===== src/rtl/led_counter_pkg.sv =====
// Shared constants and helpers for the prescaled LED counter.
// Saturating mode is selected by COUNTER_SATURATE_EN.
package led_counter_pkg;

  localparam logic DIR_UP   = 1'b1;
  localparam logic DIR_DOWN = 1'b0;

  // Prescaler width: clog2 with a floor of one bit
  function automatic int pre_width(input int div);
    return (div > 1) ? $clog2(div) : 1;
  endfunction

endpackage


===== src/rtl/led_counter_gen_tick_gen.sv =====
// Prescaler: one tick per DIV enabled clocks.
// clr restarts the period; en freezes it without restart.
module tick_gen
  import led_counter_pkg::*;
#(
  parameter int DIV = 1
) (
  input  logic clk,
  input  logic rst,
  input  logic en,
  input  logic clr,
  output logic tick
);

  localparam int PW = pre_width(DIV);
  localparam logic [PW-1:0] LASTP = PW'(DIV - 1);

  logic [PW-1:0] pre;

  always_ff @(posedge clk or posedge rst) begin
    if (rst) begin
      pre <= '0;
    end else if (clr) begin
      pre <= '0;
    end else if (en) begin
      pre <= (pre == LASTP) ? '0 : pre + 1'b1;
    end
  end

  assign tick = en && (pre == LASTP);

endmodule


===== src/rtl/led_counter_gen.sv =====
// Prescaled up/down modulo counter driving an LED bank.
// Define COUNTER_SATURATE_EN to clamp at the limits instead of wrapping.
module led_counter_gen
  import led_counter_pkg::*;
#(
  parameter int     WIDTH = 8,
  parameter longint MOD   = longint'(1) << WIDTH,
  parameter int     DIV   = 1
) (
  input  logic             clk,
  input  logic             rst,
  input  logic             en,
  input  logic             up,
  input  logic             load,
  input  logic [WIDTH-1:0] load_val,
  output logic [WIDTH-1:0] leds,
  output logic             tc
);

  localparam logic [WIDTH:0] LAST = (WIDTH + 1)'(MOD - 1);

`ifdef COUNTER_SATURATE_EN
  localparam logic SAT = 1'b1;
`else
  localparam logic SAT = 1'b0;
`endif

  logic           tick;
  logic [WIDTH:0] cnt_x;
  logic [WIDTH:0] nxt;
  logic [WIDTH:0] ld_x;
  logic           at_lim;
  logic           unused_msb;

  tick_gen #(
    .DIV (DIV)
  ) u_tick (
    .clk  (clk),
    .rst  (rst),
    .en   (en),
    .clr  (load),
    .tick (tick)
  );

  // One spare bit so MOD-1 compares never rely on overflow
  always_comb begin
    cnt_x  = {1'b0, leds};
    nxt    = cnt_x;
    at_lim = 1'b0;
    if (up == DIR_UP) begin
      if (cnt_x == LAST) begin
        at_lim = 1'b1;
        nxt    = SAT ? LAST : '0;
      end else begin
        nxt = cnt_x + 1'b1;
      end
    end else begin
      if (cnt_x == '0) begin
        at_lim = 1'b1;
        nxt    = SAT ? '0 : LAST;
      end else begin
        nxt = cnt_x - 1'b1;
      end
    end
    ld_x = {1'b0, load_val};
    if (ld_x > LAST) begin
      ld_x = LAST;
    end
  end

  assign unused_msb = nxt[WIDTH] ^ ld_x[WIDTH];

  always_ff @(posedge clk or posedge rst) begin
    if (rst) begin
      leds <= '0;
      tc   <= 1'b0;
    end else if (load) begin
      leds <= ld_x[WIDTH-1:0];
      tc   <= 1'b0;
    end else if (tick) begin
      leds <= nxt[WIDTH-1:0];
      tc   <= at_lim;
    end else begin
      tc <= 1'b0;
    end
  end

endmodule


===== config.mk =====
export PLATFORM = sky130hd
export DESIGN_NAME = led_counter_gen
export DESIGN_NICKNAME = d
export VERILOG_FILES = /design/src/rtl/led_counter_pkg.sv /design/src/rtl/led_counter_gen_tick_gen.sv /design/src/rtl/led_counter_gen.sv
export SDC_FILE = /design/constraint.sdc
export NUM_CORES = 1
export LEC_CHECK = 0
export CAP_MARGIN = 20
export CORE_MARGIN = 3
export CORE_UTILIZATION = 51
export DETAILED_ROUTE_END_ITERATION = 8
export PLACE_DENSITY = 0.95
export SYNTH_ARGS = -nofsm -noshare
export SYNTH_HDL_FRONTEND = slang
export SYNTH_SLANG_ARGS = --single-unit

===== constraint.sdc =====
create_clock -name clk -period 5.8 [get_ports clk]
set_input_delay 0.58 -clock clk [delete_from_list [all_inputs] [get_ports clk]]
set_output_delay 0.58 -clock clk [all_outputs]
set_load 0.01 [all_outputs]

Word-level counts from Yosys, hierarchy flattened
Cells that the tools add are included.
- equality and inequality tests: 1
- muxes and demuxes: 13
- bitwise logic cells: 1
- add/subtract/negate cells: 3
- reductions and logical operators: 4
- operator list (kind ; number):
    $mux 8 ; 5
    $add 8x1->8 const B ; 1
    $eq 8x8->1 const B ; 1
    $logic_not 8->1 ; 1
    $mux 1 ; 8
    $sub 8x1->8 const B ; 1
    $reduce_bool 2->1 ; 2
    $add 1x1->1 const B ; 1
    $logic_and 1x1->1 ; 1
    $not 1->1 ; 1
- output and inout bits: 9
- input bits: 13
- register bits after elaboration: 10
- word-level logic and storage cells: 25

Longest topological paths before layout
- word-level depth: 5
- gate-level depth with buffers: 7
- depth with buffers taken out: 6

Hierarchy
From an unflattened synthesis, not the netlist that was laid out.
- cell total of the unflattened synthesis: 116
- area total of the unflattened synthesis: 890.9 sq um
- modules (own cells, without submodules) (module ; cells each ; seq. area each (sq um) ; area an instance (sq um) ; times used):
    led_counter_gen ; 115 ; 225.2 ; 883.3 ; 1
    tick_gen ; 1 ; 0.0 ; 7.5 ; 1

Worst setup path after synthesis
Ideal clock, no wire load.
- path kind: reg2reg
- from: reg leds[1]
- to: reg leds[4]
- clock period less this slack: 1906 ps
- buffers on the path: 1
- stages on the path, launching flop included: 8
- slack: 3894 ps
- library setup time: 104 ps
- data required time: 5696 ps
- arrival: 1803 ps
- path through: dfrtp_1 clkbuf_1 inv_1 ha_1 or4b_1 o21ai_2 nor3_1 o41ai_2
- longest elaborated chain between the ends: 5
- elaborated cells on any way between the ends: 9
- those cells by class: 2 x add/sub; 1 x eq/ne; 5 x mux; 1 x reduce/logical
- ends and longest elaborated chain (element ; RTL line ; source):
    start, declared ; led_counter_gen.sv:16 ; output logic [WIDTH-1:0] leds,
    start signal, assigned ; led_counter_gen.sv:78 ; leds <= ld_x[WIDTH-1:0];
    start signal, assigned ; led_counter_gen.sv:81 ; leds <= nxt[WIDTH-1:0];
    $sub 8x1->8, or another cell as far along ; led_counter_gen.sv:62 ; nxt = cnt_x - 1'b1;
    $mux 8, on equally long branches ; led_counter_gen.sv:58, led_counter_gen.sv:51 ;
    $mux 8 * ; led_counter_gen.sv:50 ; if (up == DIR_UP) begin
    $mux 8 * ; led_counter_gen.sv:80 ; end else if (tick) begin
    $mux 8 * ; led_counter_gen.sv:77 ; end else if (load) begin
Mark *: on every way between the ends. The rest lies on a longest branch, timed or not. The select of a mux whose other input is x is not followed.
A chain may end at the register's enable or synchronous reset.

Worst setup path after layout
- from: in up
- to: reg leds[4]
- longest elaborated chain between the ends: 3
- ends and longest elaborated chain (element ; RTL line ; source):
    start, declared ; led_counter_gen.sv:13 ; input logic up,
    $mux 8 ; led_counter_gen.sv:50 ;
    $mux 8 ; led_counter_gen.sv:80 ;
    $mux 8 ; led_counter_gen.sv:77 ;
No other way between the ends. The select of a mux whose other input is x is not followed.

==> summary.log <==
INFO  outcome        status=finished clean
INFO  grt            grt-ovfl-total=0
INFO  clocking       cts_tree=yes
INFO  grt            combined_global_route_utilization_of_all_metal_layers=22.6%
INFO  power_and_ir_drop power.density_cell_area=208mW/mm2
INFO  synth          synth.cell_area=821um2
INFO  synth          sequential_fraction_of_the_synthesis_area=27.4%
INFO  clocking       numCtsBuffers=3
INFO  worst_setup_path reg2reg_from=leds[0]
INFO  floorplan      fp.dieArea=0.00213mm2
INFO  timing         relative_slew_slack=60.4%
INFO  synth          mappedNetlistNets=122
INFO  worst_setup_path timing_worst_setup_path_type=input port to flop
INFO  synth          synth.avg_cell_area=7.74um2
INFO  synth          synth_compound_gate_area_share=28.5%
INFO  worst_setup_path crit_start=up
INFO  synth          yosys.area_share.adder=4.57%
INFO  clocking       postCtsSetupBuffers=0
INFO  synth          synthesis.instances=106
INFO  place          gp_congestion=0.929
INFO  timing         period_needed=2320ps
INFO  clocking       clock_path_buffers=2
INFO  final_layout   insertedDiodeCount=0
INFO  routing        drt_first_iter_violations=21
INFO  timing         grt_setup_unrepaired=false
INFO  worst_setup_path worst-r2r-cell-count=6
INFO  floorplan      starting_density_of_the_core=58.7%
INFO  power_and_ir_drop worst_ir_drop_vdd=133uV
INFO  worst_setup_path crit_path_start_kind=input port
INFO  timing         final_critical_path_setup_slack=3480ps
INFO  clocking       postCtsHoldBufs=0
INFO  timing         fmax=0.432GHz
INFO  timing         finalHoldViolCount=0
INFO  timing         min_period_over_period=39.9%
INFO  power_and_ir_drop total_leakage_power=0.000402uW
INFO  grt            initial_antenna_violation_count=0
INFO  worst_setup_path worstPathRequired=5960ps
INFO  routing        antenna_violating_nets_post_route=0
INFO  floorplan      chipHeight=46.1um
INFO  floorplan      core_area=0.00140mm2
INFO  final_layout   area_delta_synth_final=25.6%
INFO  clocking       htree_num_levels=1
INFO  worst_setup_path endpoint_type_of_the_worst_setup_path=flop
INFO  routing        firstDrtPassIters=4
INFO  place          portBuffers=21
INFO  timing         setup_total_negative_slack=0ps
INFO  routing        routed_via_density=6.33
INFO  clocking       postCtsResizedCells=0
INFO  floorplan      ioPinCount=22
INFO  synth          largest_family_of_logic_cells_by_synthesized_area=compound AO/OA/AOI/OAI gates
INFO  synth          yosys_register_bits=9
INFO  final_layout   post_route_cells_drive_above_1_share=5.74%
INFO  place          post_place_setup_slack=3200ps
INFO  hold_path      min_path_type=input port to asynchronous set/reset pin
INFO  timing         worst-slew-pin-transition=591ps
INFO  timing         report.final.slew_viol_count=0
INFO  grt            global_route_wire_length_before_repair=3490um
INFO  synth          synth-xor-area-share=2.13%
INFO  synth          yosysWarningCount=0
INFO  final_layout   nNetsFinal=139
INFO  routing        totalWireLength=2080um
INFO  clocking       numClockSinks=9
INFO  routing        route.detailed.drc=0
INFO  run            timing.max_cap.violations=0
INFO  floorplan      floorplan.rows=13
INFO  routing        post_drt_wl_per_cell=15.2um
INFO  grt            grt_max_degree=19
INFO  timing         setup_viol=0
INFO  routing        routed_via_count=867
INFO  clocking       insertion_delay=260ps
INFO  place          dp.final_hpwl=1500um
INFO  worst_setup_path worst_ep_arrival_time=2480ps
INFO  synth          synthDistinctLibCells=37
INFO  clocking       clockRootBuffer=sky130_fd_sc_hd__clkbuf_4
INFO  grt            grt_pass1_vias=792
INFO  synth          yosys.area_share.simple=25.9%
INFO  synth          synthMuxAreaShare=3.66%
INFO  floorplan      floorplan.die.width=46.1um
INFO  final_layout   fillCellCount=120
INFO  clocking       clock_transition_at_the_registers_of_the_reported_paths=70ps
INFO  timing         timing.clock.skew=1.23ps
INFO  worst_setup_path worst-path-max-fanout=15
## through the flow
stage                     util, %  power [uW]  hold WS (ps)  cell area [um2]  cells
after detailed placement     71.8         163           626             1000    133
after floorplan                 -         134           408              821    106
after global placement       71.8         160           626             1000    133
final                        73.7         214           601             1030    137
after CTS                    73.7         216           596             1030    137
after global routing         73.7         229           608             1030    137
## cells by family (layout without fill, tap and decap cells)
group,after synthesis,count (layout)
simple gates,41,41
compound gates,34,34
buf+inv,14,30
flops,9,9
fa+ha+maj,3,3
mux,3,3
xor+xnor,2,2
## synth_stat cells
| cell | n | area, um2 |
|---|---|---|
| sky130_fd_sc_hd__a21boi_0 | 2 | 15.0 |
| sky130_fd_sc_hd__a21oi_1 | 8 | 40.0 |
| sky130_fd_sc_hd__a31oi_1 | 2 | 12.5 |
| sky130_fd_sc_hd__a32o_1 | 1 | 10.0 |
| sky130_fd_sc_hd__a41oi_1 | 1 | 8.76 |
| sky130_fd_sc_hd__and3_1 | 1 | 6.26 |
| sky130_fd_sc_hd__and3b_1 | 1 | 8.76 |
| sky130_fd_sc_hd__buf_2 | 3 | 15.0 |
| sky130_fd_sc_hd__buf_6 | 1 | 11.3 |
| sky130_fd_sc_hd__clkbuf_1 | 5 | 18.8 |
| sky130_fd_sc_hd__dfrtp_1 | 9 | 225 |
| sky130_fd_sc_hd__ha_1 | 3 | 37.5 |
| sky130_fd_sc_hd__inv_1 | 5 | 18.8 |
| sky130_fd_sc_hd__mux2i_1 | 3 | 30.0 |
| sky130_fd_sc_hd__nand2_1 | 11 | 41.3 |
| sky130_fd_sc_hd__nand2b_1 | 2 | 12.5 |
| sky130_fd_sc_hd__nand3_1 | 2 | 10.0 |
| sky130_fd_sc_hd__nand4_1 | 1 | 6.26 |
| sky130_fd_sc_hd__nor2_1 | 9 | 33.8 |
| sky130_fd_sc_hd__nor2b_1 | 2 | 12.5 |
| sky130_fd_sc_hd__nor3_1 | 4 | 20.0 |
| sky130_fd_sc_hd__nor4_1 | 3 | 18.8 |
| sky130_fd_sc_hd__nor4b_1 | 1 | 8.76 |
| sky130_fd_sc_hd__o21a_1 | 1 | 7.51 |
| sky130_fd_sc_hd__o21ai_0 | 7 | 35.0 |
| sky130_fd_sc_hd__o21ai_2 | 1 | 8.76 |
| sky130_fd_sc_hd__o22ai_1 | 2 | 12.5 |
| sky130_fd_sc_hd__o31a_1 | 4 | 35.0 |
| sky130_fd_sc_hd__o31ai_1 | 2 | 15.0 |
| sky130_fd_sc_hd__o32ai_1 | 1 | 8.76 |
| sky130_fd_sc_hd__o41ai_1 | 1 | 8.76 |
| sky130_fd_sc_hd__o41ai_2 | 1 | 16.3 |
| sky130_fd_sc_hd__or2_2 | 1 | 6.26 |
| sky130_fd_sc_hd__or3_1 | 1 | 6.26 |
| sky130_fd_sc_hd__or4_4 | 1 | 11.3 |
| sky130_fd_sc_hd__or4b_1 | 1 | 10.0 |
| sky130_fd_sc_hd__xnor2_1 | 2 | 17.5 |
## power breakdown
part	total, uW	switching, uW	leakage [uW]	internal [uW]
Combinational	75.5	35.1	0.000279	40.5
Sequential	87.2	18.2	0.000109	68.9
Clock	51.5	24.9	0.0000150	26.6
Total	214	78.1	0.000402	136
## final timing paths
kind                            endpoint  slack (ps)
worst min register to register   leds[6]         640
worst max register to register   leds[4]        3760
max in group asynchronous        leds[1]        4920
worst min-delay path             leds[0]         600
worst max-delay path             leds[4]        3480
min in group clk                 leds[6]         640
## placed cells by master, fill, tap and decap left out, types with 3 or more instances in the layout
master,count
sky130_fd_sc_hd__inv_1,5
sky130_fd_sc_hd__nand2_1,11
sky130_fd_sc_hd__mux2i_1,3
sky130_fd_sc_hd__o31a_1,4
sky130_fd_sc_hd__dfrtp_1,9
sky130_fd_sc_hd__clkdlybuf4s50_1,21
sky130_fd_sc_hd__nor2_1,9
sky130_fd_sc_hd__nor4_1,3
sky130_fd_sc_hd__clkbuf_4,3
sky130_fd_sc_hd__nor3_1,4
sky130_fd_sc_hd__a21oi_1,8
sky130_fd_sc_hd__ha_1,3
sky130_fd_sc_hd__o21ai_0,7
## per-layer routing
metal  up-vias  share of wire, %  GRT usage (%)
li1        424                 -              -
met1       399                43           29.7
met2        40                48           36.0
met3         4               7.7           4.30
met4         0               1.2           9.09
met5         -                 0              0
## state kept, by name (all words and copies together) (netlist names)
register / cells
leds: 8
tc: 1
## worst max-delay path, cell delays in order
cell                              delay (ps)
sky130_fd_sc_hd__clkdlybuf4s50_1         670
sky130_fd_sc_hd__or4b_1                  640
sky130_fd_sc_hd__o21ai_2                 190
sky130_fd_sc_hd__nor3_1                   80
sky130_fd_sc_hd__o41ai_2                 320
## layout make-up
class | instances | area, um2 | area share (%)
Tap cell | 15 | 18.8 | 1.82
Multi-Input combinational cell | 83 | 532 | 51.6
Timing Repair Buffer | 21 | 210 | 20.4
Sequential cell | 9 | 225 | 21.8
Inverter | 5 | 18.8 | 1.82
Clock buffer | 4 | 26.3 | 2.55
Note: power is estimated with default switching activity, not from simulation.
